**src/rtl/mxint8_sum_ctrl.sv**
```systemverilog
`default_nettype none

`ifndef SCALE_WIDTH
`define SCALE_WIDTH 8
`endif
`ifndef MXINT8_ELEMENT_WIDTH
`define MXINT8_ELEMENT_WIDTH 8
`endif
`ifndef FLOAT32_WIDTH
`define FLOAT32_WIDTH 32
`endif

// ============================================================================
// Module   : mxint8_sum_ctrl
// Purpose  : Beat-serial block gatherer and settle/capture sequencer for the
//            combinational mxint8_sum datapath. Optional MXINT8_SUM_CTRL_STATS_EN
//            adds block and overflow counters.
// Revision : 1.0 - initial release
// ============================================================================
module mxint8_sum_ctrl #(
   parameter int BLOCK_SIZE    = 32,
   parameter int LANES         = 8,
   parameter int SETTLE_CYCLES = 1,
   parameter int TAG_WIDTH     = 8
) (
   input  logic                                                clk,
   input  logic                                                rst,
   input  logic                                                s_valid,
   output logic                                                s_ready,
   input  logic [`SCALE_WIDTH-1:0]                             s_scale,
   input  logic [LANES-1:0][`MXINT8_ELEMENT_WIDTH-1:0]         s_elements,
   output logic [`SCALE_WIDTH-1:0]                             o_sum_scale,
   output logic [BLOCK_SIZE-1:0][`MXINT8_ELEMENT_WIDTH-1:0]    o_sum_elements,
   input  logic [`FLOAT32_WIDTH-1:0]                           i_sum_float32,
   input  logic                                                i_sum_overflow,
   output logic                                                m_valid,
   input  logic                                                m_ready,
   output logic [`FLOAT32_WIDTH-1:0]                           m_float32,
   output logic                                                m_overflow,
   output logic [TAG_WIDTH-1:0]                                m_tag
`ifdef MXINT8_SUM_CTRL_STATS_EN
   ,
   output logic [31:0]                                         o_blk_count,
   output logic [15:0]                                         o_ovf_count
`endif
);

   localparam int              BEATS       = BLOCK_SIZE / LANES;
   localparam int              BCW         = (BEATS > 1) ? $clog2(BEATS) : 1;
   localparam logic [BCW-1:0]  C_LAST_BEAT = BCW'(BEATS - 1);
   localparam logic [3:0]      C_SETTLE    = 4'(SETTLE_CYCLES);

   generate
      if (BLOCK_SIZE % LANES != 0) begin : g_bad_lanes
         $error("mxint8_sum_ctrl: BLOCK_SIZE must be a multiple of LANES");
      end
      if (SETTLE_CYCLES < 1 || SETTLE_CYCLES > 15) begin : g_bad_settle
         $error("mxint8_sum_ctrl: SETTLE_CYCLES must be in 1..15");
      end
   endgenerate

   typedef enum logic [1:0] {
      ST_FILL = 2'd0,
      ST_WAIT = 2'd1,
      ST_OUT  = 2'd2
   } state_t;

   state_t                                              r_state;
   state_t                                              w_state_next;
   logic [BCW-1:0]                                      r_beat_cnt;
   logic [3:0]                                          r_settle_cnt;
   logic [TAG_WIDTH-1:0]                                r_tag;
   logic [`SCALE_WIDTH-1:0]                             r_scale;
   logic [BEATS-1:0][LANES-1:0][`MXINT8_ELEMENT_WIDTH-1:0] r_buf;

   logic w_last_beat;
   logic w_accept;
   logic w_settle_done;
   logic w_m_hs;

   assign w_last_beat   = (r_beat_cnt == C_LAST_BEAT);
   assign w_accept      = s_valid & s_ready;
   assign w_settle_done = (r_state == ST_WAIT) && (r_settle_cnt == 4'd1);
   assign w_m_hs        = m_valid & m_ready;

   assign o_sum_scale    = r_scale;
   assign o_sum_elements = r_buf;

   always_ff @(posedge clk or posedge rst) begin
      if (rst) begin
         r_state <= ST_FILL;
      end else begin
         r_state <= w_state_next;
      end
   end

   // In OUT the result is already registered, so only the final beat must wait
   // for the output handshake before the buffer can be committed to WAIT.
   always_comb begin
      s_ready      = 1'b0;
      w_state_next = r_state;
      case (r_state)
         ST_FILL: begin
            s_ready = 1'b1;
            if (s_valid && w_last_beat) begin
               w_state_next = ST_WAIT;
            end
         end
         ST_WAIT: begin
            if (r_settle_cnt == 4'd1) begin
               w_state_next = ST_OUT;
            end
         end
         ST_OUT: begin
            s_ready = !w_last_beat || m_ready;
            if (m_ready) begin
               w_state_next = (s_valid && w_last_beat) ? ST_WAIT : ST_FILL;
            end
         end
         default: begin
            w_state_next = ST_FILL;
         end
      endcase
   end

   always_ff @(posedge clk or posedge rst) begin
      if (rst) begin
         r_beat_cnt   <= '0;
         r_settle_cnt <= '0;
         r_tag        <= '0;
         r_scale      <= '0;
         r_buf        <= '0;
         m_valid      <= 1'b0;
         m_float32    <= '0;
         m_overflow   <= 1'b0;
         m_tag        <= '0;
      end else begin
         if (w_accept) begin
            r_buf[r_beat_cnt] <= s_elements;
            if (r_beat_cnt == '0) begin
               r_scale <= s_scale;
            end
            r_beat_cnt <= w_last_beat ? '0 : r_beat_cnt + 1'b1;
         end

         if (w_accept && w_last_beat) begin
            r_settle_cnt <= C_SETTLE;
         end else if (r_state == ST_WAIT) begin
            r_settle_cnt <= r_settle_cnt - 4'd1;
         end

         if (w_settle_done) begin
            m_float32  <= i_sum_float32;
            m_overflow <= i_sum_overflow;
            m_tag      <= r_tag;
            r_tag      <= r_tag + 1'b1;
            m_valid    <= 1'b1;
         end else if (w_m_hs) begin
            m_valid    <= 1'b0;
         end
      end
   end

`ifdef MXINT8_SUM_CTRL_STATS_EN
   always_ff @(posedge clk or posedge rst) begin
      if (rst) begin
         o_blk_count <= '0;
         o_ovf_count <= '0;
      end else if (w_m_hs) begin
         o_blk_count <= o_blk_count + 32'd1;
         if (m_overflow && (o_ovf_count != 16'hFFFF)) begin
            o_ovf_count <= o_ovf_count + 16'd1;
         end
      end
   end
`endif

endmodule

`default_nettype wire
```
**config.mk**
```make
export PLATFORM = sky130hd
export DESIGN_NAME = mxint8_sum_ctrl
export DESIGN_NICKNAME = d
export VERILOG_FILES = /design/src/rtl/mxint8_sum_ctrl.sv
export SDC_FILE = /design/constraint.sdc
export NUM_CORES = 1
export LEC_CHECK = 0
export CORE_MARGIN = 1.5
export CORE_UTILIZATION = 45
export DETAILED_ROUTE_END_ITERATION = 8
export GPL_TIMING_DRIVEN = 0
export PLACE_DENSITY = 0.77
export SLEW_MARGIN = 20
export SYNTH_ARGS = -nofsm -noshare
export SYNTH_HDL_FRONTEND = slang
export SYNTH_SLANG_ARGS = --single-unit
```
**constraint.sdc**
```tcl
create_clock -name clk -period 15.6 [get_ports clk]
set_input_delay 3.12 -clock clk [delete_from_list [all_inputs] [get_ports clk]]
set_output_delay 3.12 -clock clk [all_outputs]
set_load 0.02 [all_outputs]
```
==> flow_summary.yaml <==
floorplan:
  rows: 62
  die_width_um: 174
  num_io_pins: 416
  start_util_pct: 45.8
  core_area_um2: 28800
  die_area_um2: 30300
  die_y_um: 174
yosys:
  async_reset_ff_share_pct: 100
  syn_area_per_cell_um2: 18.2
  synth-edff-count: 0
  synth_seq_cells: 322
  ys_seq_area_share_pct: 61.1
  synth_ff_type: "dfrtp_1"
  yosysUniqueCellTypes: 33
  yosys_warnings: 0
  syn-num-nets: 841
  synth_area_um2: 13200
  synthCells: 725
global_routing:
  grt_max_degree: 102
  antenna_found_initial: 1
  grt-ovfl-total: 0
  top_usage_layer: "met2"
  track_usage_pct: 22.3
  met2_usage_pct: 37.0
  grt_pass1_vias: 8535
  use_met1_pct: 28.1
  grt_pass1_wl_mm: 52.4
  gr-usage-met3_pct: 5.80
cells_and_area:
  layout-drive-gt1-share_pct: 32.9
  fin_area_um2: 19100
  layout.nets: 1296
  syn2layout_area_growth_pct: 45.2
  fillers: 2000
clock_network:
  clk_latency_ns: 0.50
  tritoncts: "done"
  hold_buffers: 0
  cts_setup_buffers: 0
  clk_pin_slew_ns: 0.06
  cts_buffers: 35
  clock_sinks: 322
  cts-root-buf: "clkbuf_16"
  clockBufferDepth: 3
  h-tree-depth: 2
  cts.repair.resized: 0
timing:
  final_hold_viol_count: 0
  finalCritPeriodShare_pct: 50.2
  rsz0062_at_grt: "no"
  drv_slew: 0
  clock.fmax_ghz: 0.128
  relSlewSlack_pct: 64.8
  min_period_ns: 7.83
  setup_ws_ns: 7.77
  skew_ns: 0.0104
  tightestPinTransition_ns: 0.528
  setup_violations: 0
routing:
  drtAntennaViolNets: 0
  wl_per_cell_um: 21.2
  first_pass_iters: 4
  drc: 0
  routed_via_density: 4.97
  num_vias: 7893
  routed_wl_mm: 33.7
  drt_iter0_drc: 342
setup_path:
  required_ns: 12.48
  crit_type: "in -> out"
  reg2reg_setup_slack_ns: 13.63
  startpoint_type: "input pin"
  cp-end-kind: "output pin"
  critical_path.max_fanout: 5
  crit_arrival_ns: 4.71
pwr:
  max-vdd-ir-drop_uv: 121
  power.density_nw_per_um2: 244
  p_leak_uw: 0.00855
run_status:
  status: "complete, no violations"
placement:
  port_buffers: 415
  dp_hpwl_mm: 23.9
  placed_cell_area_um2: 17900
  gp_congestion: 0.776
  dp_slack_ns: 7.79
job:
  max-cap-violations: 0
min_path:
  hp-class: "reg -> reg"
[path summary, 6_finish.rpt]
kind | from | to | depth (start not counted)
worst max-delay path | m_ready | s_ready | 4
worst min-delay path | r_tag[7]$_DFFE_PP0P_ | r_tag[7]$_DFFE_PP0P_ | 1
max in group asynchronous | rst | m_float32[18]$_DFFE_PP0P_ | 4
min in group asynchronous | rst | o_sum_elements[156]$_DFFE_PP0P_ | 2
worst min register to register | r_tag[7]$_DFFE_PP0P_ | r_tag[7]$_DFFE_PP0P_ | 1
worst max register to register | r_beat_cnt[0]$_DFFE_PP0P_ | o_sum_elements[55]$_DFFE_PP0P_ | 6
[layout by cell type (no fill, tap or decap), drive strengths merged, types with 5 or more instances in the layout]
| cell type | synthesis | final |
|---|---|---|
| clkdlybuf4s50 | 0 | 415 |
| dfrtp | 322 | 322 |
| and3 | 5 | 5 |
| xnor2 | 5 | 5 |
| inv | 6 | 6 |
| clkbuf | 0 | 50 |
| mux2 | 308 | 308 |
| buf | 33 | 36 |
| bufinv | 0 | 5 |
| clkinv | 0 | 6 |
| nand2 | 5 | 5 |
| ha | 7 | 7 |
[worst max-delay path: stages]
cell	delay (ns)
clkdlybuf4s50_1	0.53
nand3b_1	0.22
nor2b_1	0.16
clkdlybuf4s50_1	0.67
[cell usage after synthesis (all sizes together) (3+ instances only)]
master	number	area (um2)
inv	6	22.5
nand2	5	26.3
and3	5	46.3
xnor2	5	43.8
xor2	3	26.3
o21ai	3	15.0
nand3	4	25.0
nand3b	4	30.0
dfrtp	322	8060
mux2	308	4320
nor2	4	15.0
ha	7	87.6
buf	33	343
[sequential cells by signal, summed over array words and instances (netlist names)]
register	count
m_tag	8
r_state	2
o_sum_scale	8
r_tag	8
m_valid	1
m_float32	32
o_sum_elements	256
r_beat_cnt	2
r_settle_cnt	4
m_overflow	1
[cell families (layout without fill, tap and decap cells)]
logic type               after synthesis  after routing  share of synthesized area [%]
AND/OR/NAND/NOR                       35             35                           1.92
flip-flops                           322            322                           61.1
AO/OA/AOI/OAI                          6              6                          0.275
buffers and inverters                 39            518                           2.77
adder cells (fa/ha/maj)                7              7                          0.664
multiplexers                         308            308                           32.8
other                                  0              1                              0
XOR/XNOR                               8              8                          0.531
[per-layer routing]
layer  vias up  wire [um]
li1       3465          -
met2       332      16400
met1      4023      13800
met5         -          0
met3        73       2280
met4         0       1230
[per-stage QoR]
stage	cells	hold WS, ns	power (uW)	TNS [ns]	utilization, %
2_1_floorplan	725	0.446	2750	0	-
3_3_place_gp	1524	0.468	3770	-121.97	61.9
3_5_place_dp	1527	0.471	3810	0	62.2
4_1_cts	1588	0.485	4720	0	66.5
5_1_grt	1589	0.504	4880	0	66.5
6_report	1589	0.481	4680	0	66.5
[area by class of cell]
| cell class | instances | area [um2] | area share (%) |
|---|---|---|---|
| timing repair buffer | 418 | 4240 | 22.1 |
| tap | 384 | 480 | 2.51 |
| buffer | 33 | 343 | 1.79 |
| sequential | 322 | 8060 | 42.1 |
| multi-input combinational | 364 | 4770 | 24.9 |
| inverter | 6 | 30.0 | 0.157 |
| antenna | 1 | 2.50 | 0.0131 |
| clock buffer | 50 | 1040 | 5.46 |
| clock inverter | 11 | 184 | 0.961 |
[power breakdown]
group          leakage (uW)  internal (uW)  switching (uW)  total (uW)
sequential          0.00387           1250             248        1500
combinational       0.00407           1290            1010        2300
clock              0.000608            548             326         874
Power figures use the tool's default switching activity.
